[config.mk]
export PLATFORM = sky130hd
export DESIGN_NAME = srcnn_frame_controller
export DESIGN_NICKNAME = d
export VERILOG_FILES = /design/src/rtl/srcnn_frame_controller.sv
export SDC_FILE = /design/constraint.sdc
export NUM_CORES = 1
export LEC_CHECK = 0
export ABC_AREA = 1
export BUFFER_PORTS_ARGS = -buffer_cell sky130_fd_sc_hd__buf_2
export CELL_PAD_IN_SITES_DETAIL_PLACEMENT = 1
export CELL_PAD_IN_SITES_GLOBAL_PLACEMENT = 2
export CORE_UTILIZATION = 24
export CTS_BUF_LIST = sky130_fd_sc_hd__clkbuf_4 sky130_fd_sc_hd__clkbuf_8
export CTS_CLUSTER_SIZE = 20
export DETAILED_ROUTE_END_ITERATION = 12
export MAX_ROUTING_LAYER = met4
export PLACE_DENSITY = 0.8
export SLEW_MARGIN = 5
export SYNTH_ARGS = -nofsm -noshare
export SYNTH_HDL_FRONTEND = slang
export SYNTH_SLANG_ARGS = --single-unit
[constraint.sdc]
create_clock -name clock_i -period 1.8 [get_ports clock_i]
set_input_delay 0.09 -clock clock_i [delete_from_list [all_inputs] [get_ports clock_i]]
set_output_delay 0.09 -clock clock_i [all_outputs]
set_load 0.01 [all_outputs]
[src/rtl/srcnn_frame_controller.sv]
// ---------------------------------------------------------------------------
// srcnn_frame_controller
//
// Runs the srcnn_small streaming pipeline one frame at a time. A start command
// opens the input gate for exactly Height*Width pixels. The pipeline output is
// then counted back out to the sink and tagged with sof/eol/eof markers. A
// single done pulse follows the last accepted output pixel.
//
// Ports
//   clock_i, reset_i         : clock, synchronous active-high reset
//   start_i                  : frame start, only honoured in IDLE
//   busy_o, done_o, error_o  : frame in flight, completion pulse, sticky
//                              "pipeline output outside a frame" flag
//   up_*                     : upstream source -> controller
//   pipe_valid_o/ready_i/data_o : controller -> pipeline slave port
//   pipe_valid_i/ready_o/data_i : pipeline master port -> controller
//   down_*                   : controller -> downstream sink, with markers
//
// State table
//   state    | meaning
//   ---------+---------------------------------------------------------------
//   ST_IDLE  | no frame; all streams gated, waiting for start_i
//   ST_RUN   | input and output paths both open, counting input pixels
//   ST_DRAIN | all input pixels admitted; only the output path is open
//   ST_DONE  | eof pixel accepted; done_o high for this one cycle
// ---------------------------------------------------------------------------
module srcnn_frame_controller #(
  parameter  int Height          = 480,
  parameter  int Width           = 640,
  localparam int ActivationWidth = 10,
  localparam int PixelWidth      = 3 * ActivationWidth,
  localparam int CountWidth      = $clog2(Height * Width + 1)
) (
  input  logic                  clock_i,
  input  logic                  reset_i,

  input  logic                  start_i,
  output logic                  busy_o,
  output logic                  done_o,
  output logic                  error_o,

  input  logic                  up_valid_i,
  output logic                  up_ready_o,
  input  logic [PixelWidth-1:0] up_data_i,

  output logic                  pipe_valid_o,
  input  logic                  pipe_ready_i,
  output logic [PixelWidth-1:0] pipe_data_o,

  input  logic                  pipe_valid_i,
  output logic                  pipe_ready_o,
  input  logic [PixelWidth-1:0] pipe_data_i,

  output logic                  down_valid_o,
  input  logic                  down_ready_i,
  output logic [PixelWidth-1:0] down_data_o,
  output logic                  down_sof_o,
  output logic                  down_eol_o,
  output logic                  down_eof_o
);

  typedef enum logic [1:0] {
    ST_IDLE  = 2'd0,
    ST_RUN   = 2'd1,
    ST_DRAIN = 2'd2,
    ST_DONE  = 2'd3
  } state_t;

  localparam logic [CountWidth-1:0] LastPixel = CountWidth'(Height * Width - 1);
  localparam logic [CountWidth-1:0] LastCol   = CountWidth'(Width - 1);
  localparam logic [CountWidth-1:0] LastRow   = CountWidth'(Height - 1);
  localparam logic [CountWidth-1:0] CountOne  = CountWidth'(1);

  state_t                  state_q, state_d;
  logic [CountWidth-1:0]   in_count_q, in_count_d;
  logic [CountWidth-1:0]   out_row_q, out_row_d;
  logic [CountWidth-1:0]   out_col_q, out_col_d;
  logic                    error_q, error_d;

  logic                    in_open;
  logic                    out_open;
  logic                    in_hs;
  logic                    out_hs;
  logic                    sof;
  logic                    eol;
  logic                    eof;

  always_ff @(posedge clock_i) begin
    if (reset_i) begin
      state_q    <= ST_IDLE;
      in_count_q <= '0;
      out_row_q  <= '0;
      out_col_q  <= '0;
      error_q    <= 1'b0;
    end else begin
      state_q    <= state_d;
      in_count_q <= in_count_d;
      out_row_q  <= out_row_d;
      out_col_q  <= out_col_d;
      error_q    <= error_d;
    end
  end

  // Stream gating depends only on registered state, so no combinational
  // path exists between the upstream and downstream handshakes.
  always_comb begin
    in_open  = (state_q == ST_RUN);
    out_open = (state_q == ST_RUN) || (state_q == ST_DRAIN);

    in_hs  = in_open  && up_valid_i   && pipe_ready_i;
    out_hs = out_open && pipe_valid_i && down_ready_i;

    sof = (out_row_q == '0) && (out_col_q == '0);
    eol = (out_col_q == LastCol);
    eof = eol && (out_row_q == LastRow);
  end

  always_comb begin
    state_d    = state_q;
    in_count_d = in_count_q;
    out_row_d  = out_row_q;
    out_col_d  = out_col_q;
    error_d    = error_q;

    case (state_q)
      ST_IDLE: begin
        if (start_i) begin
          in_count_d = '0;
          out_row_d  = '0;
          out_col_d  = '0;
          state_d    = ST_RUN;
        end
      end
      ST_RUN: begin
        if (in_hs) begin
          in_count_d = in_count_q + CountOne;
          if (in_count_q == LastPixel) begin
            state_d = ST_DRAIN;
          end
        end
      end
      ST_DRAIN: begin
        state_d = ST_DRAIN;
      end
      ST_DONE: begin
        state_d = ST_IDLE;
      end
      default: begin
        state_d = ST_IDLE;
      end
    endcase

    // Output counting runs alongside the input side; an eof handshake wins
    // over a simultaneous RUN->DRAIN move since the frame is then finished.
    if (out_hs) begin
      if (eol) begin
        out_col_d = '0;
        out_row_d = eof ? '0 : (out_row_q + CountOne);
      end else begin
        out_col_d = out_col_q + CountOne;
      end
      if (eof) begin
        state_d = ST_DONE;
      end
    end

    if (!out_open && pipe_valid_i) begin
      error_d = 1'b1;
    end
  end

  assign up_ready_o   = in_open && pipe_ready_i;
  assign pipe_valid_o = in_open && up_valid_i;
  assign pipe_data_o  = up_data_i;

  assign down_valid_o = out_open && pipe_valid_i;
  assign pipe_ready_o = out_open && down_ready_i;
  assign down_data_o  = pipe_data_i;
  assign down_sof_o   = sof;
  assign down_eol_o   = eol;
  assign down_eof_o   = eof;

  assign busy_o  = out_open;
  assign done_o  = (state_q == ST_DONE);
  assign error_o = error_q;

endmodule
==> results of run 1 <==
[per-stage QoR]
stage / setup slack (ns) / TNS, ns / hold slack, ns
floorplan: 0.0287 / 0 / 0.269
global placement: -0.0911 / -0.444 / 0.180
detailed placement: -0.153 / -1.86 / 0.180
CTS: -0.169 / -0.218 / 0.0911
global route: -0.201 / -0.277 / 0.124
finish: -0.0509 / -0.0509 / 0.112
[cell usage in the layout (no fill, tap or decap), drive strengths merged]
| cell type | synthesis | routed |
|---|---|---|
| nand2 | 163 | 163 |
| nor2 | 94 | 94 |
| inv | 83 | 83 |
| buf | 66 | 66 |
| dfxtp | 60 | 60 |
| nand3 | 51 | 51 |
| a21oi | 48 | 48 |
| o21ai | 22 | 22 |
| nor3 | 19 | 19 |
| nand4 | 17 | 17 |
| clkbuf | 6 | 11 |
| ha | 9 | 9 |
| xor2 | 7 | 7 |
| xnor2 | 3 | 3 |
| clkinv | 0 | 3 |
| o21bai | 2 | 2 |
| bufinv | 0 | 2 |
| or2 | 2 | 2 |
| nor4 | 1 | 1 |
| nand3b | 1 | 1 |
| nor3b | 1 | 1 |
| a21o | 1 | 1 |
| a22oi | 1 | 1 |
| o21a | 1 | 1 |
| a2bb2oi | 1 | 1 |
[Yosys cell counts (2+ instances only)]
master,n
inv_1,76
inv_2,7
nor2_1,87
dfxtp_1,60
buf_4,60
ha_1,9
a21oi_2,10
nand3_1,43
nor3_1,19
nand2_2,5
clkbuf_1,6
nor2_4,3
nand4_1,17
o21bai_1,2
nor2_2,4
buf_2,5
nand3_2,7
nand2_1,158
xnor2_1,3
xor2_1,7
o21ai_0,18
a21oi_1,38
o21ai_1,4
[layout make-up]
type | count | area (µm²) | area share [%]
clock buffer | 11 | 145 | 2.96
multi-input combinational | 444 | 2370 | 48.3
inverter | 83 | 322 | 6.55
sequential | 60 | 1210 | 24.7
tap | 225 | 282 | 5.74
timing repair buffer | 66 | 499 | 10.2
clock inverter | 5 | 75.1 | 1.53
[power groups by stage]
stage               Sequential (µW)  Clock [µW]  Combinational, µW
floorplan                      1380           0                265
global placement               1380           0                233
detailed placement             1380           0                234
CTS                            1350        1460                240
global route                   1350        1520                280
finish                         1350        1410                255
[cell families (layout without fill, tap and decap cells)]
| family | count (synthesis) | after routing | share of synthesized area (%) |
|---|---|---|---|
| AO/OA/AOI/OAI | 76 | 76 | 10.3 |
| adder cells (fa/ha/maj) | 9 | 9 | 2.68 |
| XOR/XNOR | 10 | 10 | 2.08 |
| buffers and inverters | 155 | 165 | 19.5 |
| AND/OR/NAND/NOR | 349 | 349 | 36.8 |
| flip-flops | 60 | 60 | 28.6 |
[flip-flops by register name, summed over array words and instances, names as in the netlist]
register    flops
error_o         1
out_row_q      19
in_count_q     19
out_col_q      19
state_q         2
[critical path, stage by stage, from the launching register on]
cell,delay (ns)
dfxtp_2,0.34
inv_2,0.07
ha_4,0.13
nand4_1,0.11
nor3_2,0.19
nand4_1,0.16
nor3_2,0.22
buf_2,0.18
[per-layer routing]
metal  GRT usage, %  vias up  part of all wire (%)
met3           2.42       20                   2.9
met2           20.8       50                    46
met4           6.80        0                   2.3
met5              -        -                     0
li1               -     2043                     -
met1           16.6     1876                    49
[what timing repair did]
item | 4_1_cts | 5_1_grt
endpoints found under the hold margin | 0 | 0
setup endpoints to repair | 31 | 54
hold buffers | 0 | 0
buffers inserted | 5 | 8
pin swaps | 8 | 15
resized for setup | 23 | 44
[worst paths after layout]
check,end,slack [ns],depth (start not counted)
setup / recovery,down_sof_o,-0.05,7
hold / removal,out_row_q[0],0.11,4
setup reg to reg,out_row_q[6],0.08,11
hold reg to reg,error_o,0.47,2
==> flow_summary.ini, run 1 <==
[min_path]
worstHoldStart = reset_i
hold_class = input pin to flop

[synth]
postSynthAreaPerCell_um2 = 6.38
synth_top_area_share_pct = 28.6
yosysWarnings = 0
synthTopCellsByArea = dfxtp_1, nand2_1, buf_4
seq_area_frac_synth_pct = 28.6
async_flop_share_pct = 0
syn-cell-area_um2 = 4200
ys.flop_type = dfxtp_1
synth_seq_cells = 60
ys_types = 34
syn-num-nets = 735
yosysTopAreaCell = dfxtp_1
syn_inst = 659
synth_edf_count = 0

[finish]
n_fill_cell = 2242
finalNonFillerCells = 894
nets = 740
final_area_um2 = 4910
postLayoutCoreUtil_pct = 28.6
diodes = 0
synthToLayoutAreaGrowth_pct = 16.7
drive_above_1_share_pct = 24.5

[clock_network]
cts-root-buf = clkbuf_8
numCtsBuffers = 9
tritoncts = built
cts.htree.levels = 3
clock_path_buffers = 2
worstSkewPairLatency_ns = 0.36
clkTransAtPathRegs_ns = 0.08
cts_sinks = 60

[power]
power_density_nw_per_um2 = 614
total_power_uw = 3010
seq_power_share_pct = 44.8
peakVddDrop_v = 0.000253
clock_power_share_pct = 46.8
p_comb_share_pct = 8.5
p_int_uw = 2260
p_leak_uw = 0.00191
netSwitchingPower_uw = 749
switching_share_pct = 24.9

[die]
rows = 48
io_pins = 137
dieArea_um2 = 18000
start_util_pct = 24.5
die_h_um = 134
core_um2 = 17200
die_w_um = 134

[sta]
final-max-slew-violation-count = 0
period_share_pct = 103
finalHoldViolations = 0
fin_crit_ns = 1.85
fin_skew_ns = 0.0134
finalSetupViolations = 1
setup_slack_ns = -0.0509
fmax_mhz = 540
tightestPinTransition_ns = 0.508
rsz0062_at_grt = yes
relSlewSlack_pct = 66.1

[place]
placed_area_um2 = 4360
dp.cells = 866
io_buffer_count = 16
post-dp-hpwl_um = 8220
gp_congestion = 0.773

[detailed_routing]
ant_nets = 0
dr.first_iter.drc_count = 101
routed_wl_um = 11300
wl_per_cell_um = 12.7
route.detailed.drc = 0
vias = 3989
viasPerCell = 4.46
drtPass1Iterations = 4

[grt]
grt_use_total_pct = 13.4
grt_overflow = 0
grt_max_degree = 38
grt_pass1_wl_um = 18700
grt_pass1_vias = 3883
antenna_found_initial = 0

[status]
status = finished, violations left
violations = negative setup slack

[run]
drv_cap = 0

[worst_setup_path]
setup.worst_path.class = flop to output port
start_kind = flop
r2r_start = out_col_q[1]
cp_data_required_time_ns = 1.71
critPathMaxFanout = 3
crit_start = out_col_q[0]
end_kind = output port
cp.arrival_ns = 1.76
No activity file was read; power rests on OpenSTA's default activity.
==> run 2, diff against run 1 <==
--- a/config.mk
+++ b/config.mk
@@ -15,6 +15,7 @@
 export DETAILED_ROUTE_END_ITERATION = 12
 export MAX_ROUTING_LAYER = met4
 export PLACE_DENSITY = 0.8
+export REMOVE_ABC_BUFFERS = 1
 export SLEW_MARGIN = 5
 export SYNTH_ARGS = -nofsm -noshare
 export SYNTH_HDL_FRONTEND = slang
==> run 2 against run 1 <==
Against the previous run: the flow now finishes without violations; clock power is 4% lower; final cell count is 1.3% lower; sequential power hardly changed; setup slack better by 0.10 ns; power is 2.1% lower; critical endpoint unchanged; largest power group unchanged.
==> flow_summary.ini, run 2 (same netlist as run 1, synthesis figures left out) <==
[die]
io_pins = 137
start_util_pct = 24.5
dieArea_um2 = 18000
core_um2 = 17200
rows = 48
die_w_um = 134
die_h_um = 134

[grt]
grt_pass1_vias = 3860
grt_use_total_pct = 15.8
antenna_found_initial = 0
grt_overflow = 0
grt_pass1_wl_um = 21200
grt_max_degree = 38

[worst_setup_path]
start_kind = flop
cp_data_required_time_ns = 1.71
critPathMaxFanout = 6
crit_chain = nor2_1, nand2_1, nor2_2, buf_4, nand4_1, nor3_2, buf_2
end_kind = output port
slowest_stage = dfxtp_1
cp.arrival_ns = 1.66
setup.worst_path.class = flop to output port
cpPeakStageDelay_ns = 0.36
rrSetupSlack_ns = 0.10

[min_path]
hold_class = input pin to flop

[finish]
reg_top3 = in_count_q (19), out_col_q (19), out_row_q (19)
drive_above_1_share_pct = 24.0
layout_common_cells = nand2_1, nor2_1, inv_1
nets = 728
synthToLayoutAreaGrowth_pct = 14.7
layout_commonest_cell = nand2_1
multi_input_area_um2 = 2360
n_fill_cell = 2212
postLayoutCoreUtil_pct = 28.1
seq_area_um2 = 1220
diodes = 0
final_area_um2 = 4820

[detailed_routing]
viasPerCell = 4.56
vias = 4021
ant_nets = 0
drtPass1Iterations = 4
routed_wl_um = 13500
wl_per_cell_um = 15.3
route.detailed.drc = 0
dr.first_iter.drc_count = 214

[clock_network]
cts-hold-fix-buffers = 0
clock_path_buffers = 2
worstSkewPairLatency_ns = 0.36
tritoncts = built
numCtsBuffers = 9
cts.htree.levels = 3
cts-root-buf = clkbuf_8
clkTransAtPathRegs_ns = 0.07
cts_sinks = 60

[sta]
finalHoldViolations = 0
fin_crit_ns = 1.75
fin_skew_ns = 0.0107
period_share_pct = 97.0
relSlewSlack_pct = 66.1
final-max-slew-violation-count = 0
rsz0062_at_grt = yes
finalSetupViolations = 0
tightestPinTransition_ns = 0.508
fmax_mhz = 573

[place]
gp_congestion = 0.768
post-dp-hpwl_um = 10100
placed_area_um2 = 4340
io_buffer_count = 16

[power]
peakVddDrop_v = 0.000268
power_density_nw_per_um2 = 611
p_leak_uw = 0.00185

[run]
drv_cap = 0

[status]
status = complete, no violations
-- run 2: worst paths after layout --
check,startpoint,end,cells after the start
max,out_row_q[12],down_sof_o,7
min,pipe_valid_i,error_o,5
max reg2reg,state_q[0],out_row_q[10],10
min reg2reg,error_o,error_o,2
-- run 2: worst max-delay path, delay by kind of cell (launching register included) --
family | cells | cell delay (ns)
flops | 1 | 0.36
simple gates | 5 | 0.61
buf+inv | 2 | 0.32
-- run 2: layout make-up --
class,instances,share of cell area (%)
Tap cell,225,5.84
Inverter,83,6.67
Multi-Input combinational cell,444,49.0
Sequential cell,60,25.4
Clock inverter,1,0.623
Timing Repair Buffer,54,8.69
Clock buffer,15,3.76
-- run 2: repair_timing --
| item | 4_1_cts | 5_1_grt |
|---|---|---|
| cloned | 0 | 1 |
| endpoints found under the setup margin | 7 | 55 |
| setup buffers | 1 | 1 |
| pin swaps | 6 | 17 |
| resized for setup | 29 | 47 |
-- run 2: through the flow --
stage | worst slack, ns | hold WS [ns] | power (µW) | instances | setup TNS [ns]
after floorplan | -0.256 | 0.152 | 1480 | 587 | -3.24
after global placement | 0.0386 | 0.180 | 1610 | 863 | 0
after detailed placement | -0.0256 | 0.180 | 1610 | 863 | -0.0445
after CTS | -0.0255 | 0.102 | 2990 | 880 | -0.0255
after global routing | -0.0735 | 0.166 | 3090 | 882 | -0.0977
final | 0.0538 | 0.143 | 2950 | 882 | 0
-- run 2: metal layers --
layer  track usage [%]  wire length, µm  up-vias
li1                  -                -     2021
met1              19.8             6470     1890
met2              22.1             5820       97
met3              7.79             1020       13
met4              4.49              153        0
met5                 -                0        -
-- run 2: report_power, final --
group	total, µW	internal (µW)	switching (µW)
Clock	1350	779	567
Sequential	1340	1330	7.91
Combinational	259	96.0	163
Total	2950	2210	738
